`config.mk`:
```
export PLATFORM = sky130hd
export DESIGN_NAME = pulse_train_gen
export DESIGN_NICKNAME = d
export VERILOG_FILES = /design/src/rtl/pulse_train_gen.sv
export SDC_FILE = /design/constraint.sdc
export NUM_CORES = 1
export LEC_CHECK = 0
export BUFFER_PORTS_ARGS = -buffer_cell sky130_fd_sc_hd__buf_2
export CORE_MARGIN = 2
export CORE_UTILIZATION = 45
export CTS_BUF_LIST = sky130_fd_sc_hd__clkbuf_16
export DETAILED_ROUTE_END_ITERATION = 7
export PLACE_DENSITY = 0.67
export SLEW_MARGIN = 20
export SYNTH_ARGS = -nofsm -noshare
export SYNTH_HDL_FRONTEND = slang
export SYNTH_SLANG_ARGS = --single-unit
```
`constraint.sdc`:
```
create_clock -name clk -period 2.2 [get_ports clk]
set_input_delay 0.44 -clock clk [delete_from_list [all_inputs] [get_ports clk]]
set_output_delay 0.44 -clock clk [all_outputs]
set_load 0.02 [all_outputs]
```
`src/rtl/pulse_train_gen.sv`:
```
// pulse_train_gen
//   Emits a burst of single-cycle pulses. A start request in IDLE latches the
//   pulse count and the gap setting; pulses are then separated by period+1
//   idle cycles, so rising edges are period+2 cycles apart. A one-cycle done
//   strobe closes the burst.
//
// Ports
//   clk        rising-edge clock
//   reset      asynchronous active-low reset
//   enable     1 = run, 0 = freeze all state (out_pulse/done forced low)
//   start      burst request, honoured only in IDLE
//   count      pulses in the burst, latched at start
//   period     gap setting, latched at start
//   out_pulse  pulse stream, one cycle high per pulse
//   busy       high in PULSE and GAP
//   done       one-cycle strobe at burst completion
//   remaining  pulses not yet emitted in the current burst
//
// state | meaning
// IDLE  | waiting for start
// PULSE | out_pulse high this cycle; remaining decrements at cycle end
// GAP   | inter-pulse spacing, counts r_gap down to 0
// DONE  | single-cycle done strobe, then back to IDLE

module pulse_train_gen #(
  parameter int WIDTH = 4
) (
  input  logic             clk,
  input  logic             reset,
  input  logic             enable,
  input  logic             start,
  input  logic [WIDTH-1:0] count,
  input  logic [WIDTH-1:0] period,
  output logic             out_pulse,
  output logic             busy,
  output logic             done,
  output logic [WIDTH-1:0] remaining
);

  typedef enum logic [1:0] {
    S_IDLE  = 2'd0,
    S_PULSE = 2'd1,
    S_GAP   = 2'd2,
    S_DONE  = 2'd3
  } state_t;

  state_t           r_state;
  logic [WIDTH-1:0] r_remaining;
  logic [WIDTH-1:0] r_gap;
  logic [WIDTH-1:0] r_gap_len;

  always_ff @(posedge clk or negedge reset) begin
    if (!reset) begin
      r_state     <= S_IDLE;
      r_remaining <= '0;
      r_gap       <= '0;
      r_gap_len   <= '0;
    end else if (enable) begin
      case (r_state)
        S_IDLE: begin
          if (start) begin
            r_remaining <= count;
            r_gap_len   <= period;
            r_state     <= (count != '0) ? S_PULSE : S_DONE;
          end
        end
        S_PULSE: begin
          // Guarding the decrement keeps remaining from ever wrapping below 0.
          if (r_remaining != '0) begin
            r_remaining <= r_remaining - WIDTH'(1);
          end
          if (r_remaining <= WIDTH'(1)) begin
            r_state <= S_DONE;
          end else begin
            r_state <= S_GAP;
            r_gap   <= r_gap_len;
          end
        end
        S_GAP: begin
          // Counter loaded with period and exits at 0: period+1 gap cycles.
          if (r_gap == '0) begin
            r_state <= S_PULSE;
          end else begin
            r_gap <= r_gap - WIDTH'(1);
          end
        end
        S_DONE: begin
          r_state <= S_IDLE;
        end
        default: begin
          r_state <= S_IDLE;
        end
      endcase
    end
  end

  // Strobes are gated by enable so a frozen PULSE/DONE cycle emits nothing
  // until enable returns; the held state then produces the strobe once.
  assign out_pulse = enable && (r_state == S_PULSE);
  assign done      = enable && (r_state == S_DONE);
  assign busy      = (r_state == S_PULSE) || (r_state == S_GAP);
  assign remaining = r_remaining;

endmodule

```
-- After elaboration in Yosys (flattened, before gate mapping)
Index checks and enable logic that the tools add are counted.
- order comparisons: 1
- reductions and logical operators: 13
- divide/modulo/power cells: 0
- multipliers: 0
- add/subtract/negate cells: 2
- equality and inequality tests: 8
- shifts and indexed selects: 0
- bitwise operators: 0
- multiplexer cells: 11
- operator list (cell ; count):
    two-way mux 4 bit ; 4
    case mux 4 bit (2 select lines) ; 2
    inequality test 2 bit (second input constant) ; 5
    case mux 2 bit (4 select lines) ; 1
    AND reduction 4 bit ; 2
    nonzero test 4 bit ; 2
    subtractor 4 x 1 -> 4 bit (second input constant) ; 2
    two-way mux 2 bit ; 3
    AND reduction 3 bit ; 2
    equality test 2 bit (second input constant) ; 2
    <= comparator 4 x 1 -> 1 bit (second input constant) ; 1
    zero test 4 bit ; 1
    nonzero test 2 bit ; 2
    equality test 2 x 1 -> 1 bit (second input constant) ; 1
    logical AND 1 bit ; 2
    zero test 2 bit ; 1
    logical OR 1 bit ; 1
    two-way mux 1 bit ; 1
- input bits: 12
- bits in latches: 0
- bits in writable memories: 0
- output and inout bits: 7
- flip-flop bits (word level): 14
- logic and storage cells: 39
- bits in read-only memories: 0
- memories: 0

-- Logic depth before layout (Yosys ltp)
- depth in word-level cells: 4
- mapped depth: 7
- depth with buffers taken out: 6

-- Worst setup path after synthesis
Ideal clock, no wire load.
- path kind: register -> register
- start: reg r_state[1]
- end: reg r_state[0]
- buffers on the path: 0
- required time: 2.137 ns
- stages on the path, launching flop included: 7
- arrival time: 1.653 ns
- clock period less this slack: 1.716 ns
- setup time: 0.063 ns
- slack: 0.484 ns
- cell sequence: dfrtp_1 inv_1 ha_1 inv_2 or4_4 a31oi_1 o22a_2
- cells in the longest elaborated chain, start to end: 3
- elaborated cells on any way between the ends: 8
- those cells by class: 5 x eq/ne; 1 x mux; 2 x reduce/logical
- ends and longest elaborated chain (what ; line ; text):
    from (decl) ; 47 ; state_t r_state;
    from (signal assigned) ; 64 ; r_state <= (count != '0) ? S_PULSE : S_DONE;
    equality test 2 bit or zero test 2 bit (tied branches) ; 59 ; case (r_state)
    inequality test 2 bit (no line) ; - ;
    AND reduction 3 bit (no line) ; - ;
Several ways; a longest one is shown, not always the timed one.
A chain may end at the register's enable or synchronous reset.

-- Final worst setup path
- start: reg r_state[1]
- end: reg r_gap[3]
- cells in the longest elaborated chain, start to end: 3
- elaborated cells on any way between the ends: 7
- those cells by class: 4 x eq/ne; 1 x mux; 2 x reduce/logical
- ends and longest elaborated chain (what ; line ; text):
    equality test 2 bit or equality test 2 x 1 -> 1 bit (tied branches) ; 59 ;
    inequality test 2 bit (no line) or nonzero test 2 bit (tied branches) ; - ;
    AND reduction 4 bit (no line) ; - ;
    to (signal assigned) ; 76 ; r_gap <= r_gap_len;
    to (signal assigned) ; 84 ; r_gap <= r_gap - WIDTH'(1);
    to (decl) ; 49 ; logic [WIDTH-1:0] r_gap;
Several ways; a longest one is shown, not always the timed one.

==> metrics.yaml <==
cts:
  numCtsBuffers: 3
  htree_levels: 1
  clockBufferDepth: 2
  cts.repair.resized: 0
  clkLatencyLatePin_ns: 0.24
  postCtsSetupRepairBufs: 0
  clk_pin_slew_worst_paths_ns: 0.05
  cts_hold_buf: 0
  cts_tree: "yes"
  clock-root-buffer: "clkbuf_16"
  clock_sinks: 14
setup_path:
  r2r_setup_slack_ns: 0.21
  crit_path_top_delay_cell: "nor4_2"
  crit_path_max_fanout: 7
  crit_buf_inv: 2
  cp.required_ns: 2.33
  timing.rr.end: "r_gap[3]$_DFFE_PN0P_"
  ff2ff_path_depth: 6
  worst_setup_path_start_kind: "register"
  crit_chain: "inv_1 > ha_1 > inv_2 > nor4_2 > nor4_1 > a211o_1"
  cp-end-kind: "register"
  crit_end: "r_gap[3]$_DFFE_PN0P_"
  cp-startpoint: "r_state[1]$_DFFE_PN0P_"
  path_delay_family: "simple AND/OR/NAND/NOR gates"
  path_class: "register to register"
  crit_path_max_incr_delay_ns: 0.50
  r2r-start: "r_state[1]$_DFFE_PN0P_"
  worst-path-stages: 6
  worstPathArrival_ns: 2.12
placement:
  postPlaceCellArea_sq_mm: 0.00106
  gp_congestion: 0.905
  port_buffers: 18
  dp_hpwl_um: 1540
drt:
  wl_per_cell_um: 14.0
  ant_nets: 0
  vias: 811
  route.detailed.drc: 0
  avgViaCountPerCell: 5.55
  wl_um: 2040
  first_iter_violations: 12
  dr.pass1.iters: 4
pwr:
  pwr-share-comb: 0.492
  p_sw_frac: 0.416
  p_leak_nw: 0.521
  p_int_mw: 1.00
  p_switching_mw: 0.716
  power_density_mw_per_mm2: 1510
  pwr-share-seq: 0.307
  power_mw: 1.72
  p_clk_frac: 0.201
  peakVddDrop_mv: 0.759
min_path:
  holdCritPathClass: "primary input to asynchronous set/reset pin"
timing:
  finalSetupViolCount: 0
  max_freq_mhz: 501
  worst_pin_slew_ns: 0.486
  hold_violations: 0
  slew_violations: 0
  hold_ws_ns: 0.0890
  finalCritPeriodShare: 0.906
  finalCriticalPeriod_ns: 1.99
  clock-skew-final_ns: 0.00208
  setup_tns_ns: 0
  relSlewSlack: 0.673
  rsz0062_at_grt: "false"
job:
  cap_violations: 0
layout:
  fin_area_sq_mm: 0.00114
  fin_nets: 139
  area_delta_synth_final_pct: 21.0
  num_antenna_cells: 0
  drive_above_1_share: 0.303
floorplanning:
  core_area_sq_mm: 0.00196
  die_h_um: 49.7
  num_rows: 16
  dieArea_sq_mm: 0.00247
  io_pins: 19
  start_util: 0.480
  die_x_um: 49.7
global_route:
  grt_pass1_vias: 785
  antenna_found_initial: 0
  grt_max_degree: 15
  grt_first_pass_wirelength_um: 3420
  overflow: 0
  grt_usage: 0.180
yosys:
  yosysTopAreaCell: "dfrtp_1"
  synth-seq-cells: 14
  ys_warn_count: 0
  ys_top_cells_by_area: "dfrtp_1 (37%), ha_1 (9.3%), mux2_2 (6.0%)"
  synth_top_area_share: 0.372
  synth_edf_count: 0
  synth_cells: 98
  avgSynthCellArea_sq_um: 9.60
  ys_seq_area_frac: 0.372
  synth_commonest_cells: "dfrtp_1 (14), inv_1 (10), ha_1 (7), nor2_1 (7), o21ai_0 (6)"
  synthFlopType: "dfrtp_1"
  synth_area_sq_um: 941
  ys_types: 39
  synth_nets: 117
  synth-async-reset-ratio: 1.00
  synthMostInstantiatedCell: "dfrtp_1"
run_status:
  status: "finished, final reports clean"
==> power by group through the flow <==
stage / Sequential (mW) / Combinational, mW / Clock, mW
after detailed placement: 0.529 / 0.841 / 0
after CTS: 0.526 / 0.848 / 0.351
final: 0.527 / 0.846 / 0.346
after global routing: 0.548 / 0.936 / 0.366
after global placement: 0.526 / 0.828 / 0
after floorplan: 0.540 / 0.614 / 0
==> cell families after synthesis <==
logic type / after synthesis / share of synthesized area
mux: 5 / 0.0598
buf+inv: 13 / 0.0572
compound gates: 26 / 0.206
simple gates: 33 / 0.211
fa+ha+maj: 7 / 0.0931
flops: 14 / 0.372
==> cell type report <==
| type | instances | area (sq um) |
|---|---|---|
| sequential | 14 | 350 |
| fill | 196 | 823 |
| tap | 27 | 33.8 |
| timing repair buffer | 19 | 97.6 |
| clock buffer | 3 | 75.1 |
| clock inverter | 1 | 3.75 |
| inverter | 11 | 41.3 |
| multi-input combinational | 71 | 537 |
==> state kept, by name, indices dropped and copies added (netlist names) <==
name and count:
r_state 2, remaining 4, r_gap 4, r_gap_len 4
==> per-stage QoR <==
step / utilization / instances / setup slack (ns)
floorplan: - / 98 / 0.484
global placement: 0.540 / 142 / 0.366
detailed placement: 0.540 / 142 / 0.253
CTS: 0.580 / 146 / 0.238
global route: 0.580 / 146 / 0.111
finish: 0.580 / 146 / 0.206
==> how the worst min path moves through the flow <==
stage          start                       end  slack, ns  cells past startpoint
2_1_floorplan  reset      r_gap[0]$_DFFE_PN0P_       0.14                      0
3_3_place_gp   reset    r_state[0]$_DFFE_PN0P_       0.35                      1
3_5_place_dp   reset      r_gap[1]$_DFFE_PN0P_       0.36                      1
4_1_cts        reset    r_state[0]$_DFFE_PN0P_       0.10                      1
5_1_grt        reset  r_gap_len[1]$_DFFE_PN0P_       0.11                      1
6_report       reset  remaining[0]$_DFFE_PN0P_       0.09                      1
==> routing by layer <==
| layer | track usage | up-vias | routed length [um] |
|---|---|---|---|
| met5 | 0 | - | 0 |
| met4 | 0.0694 | 0 | 21 |
| met3 | 0.0273 | 4 | 75 |
| met2 | 0.320 | 18 | 1020 |
| met1 | 0.217 | 387 | 922 |
| li1 | - | 402 | - |
==> placed cells by master, fill, tap and decap left out, types with 2 or more instances in the layout <==
cell / n
a22oi_1: 4
a31oi_1: 3
and2_1: 2
buf_2: 18
clkbuf_16: 3
dfrtp_1: 14
ha_1: 7
inv_1: 10
mux2_2: 5
nand2b_1: 2
nand3_1: 3
nor2_1: 7
nor2b_1: 3
nor3_1: 4
o21ai_0: 6
o31ai_1: 2
or3_1: 2
(Power assumes the default switching activity.)
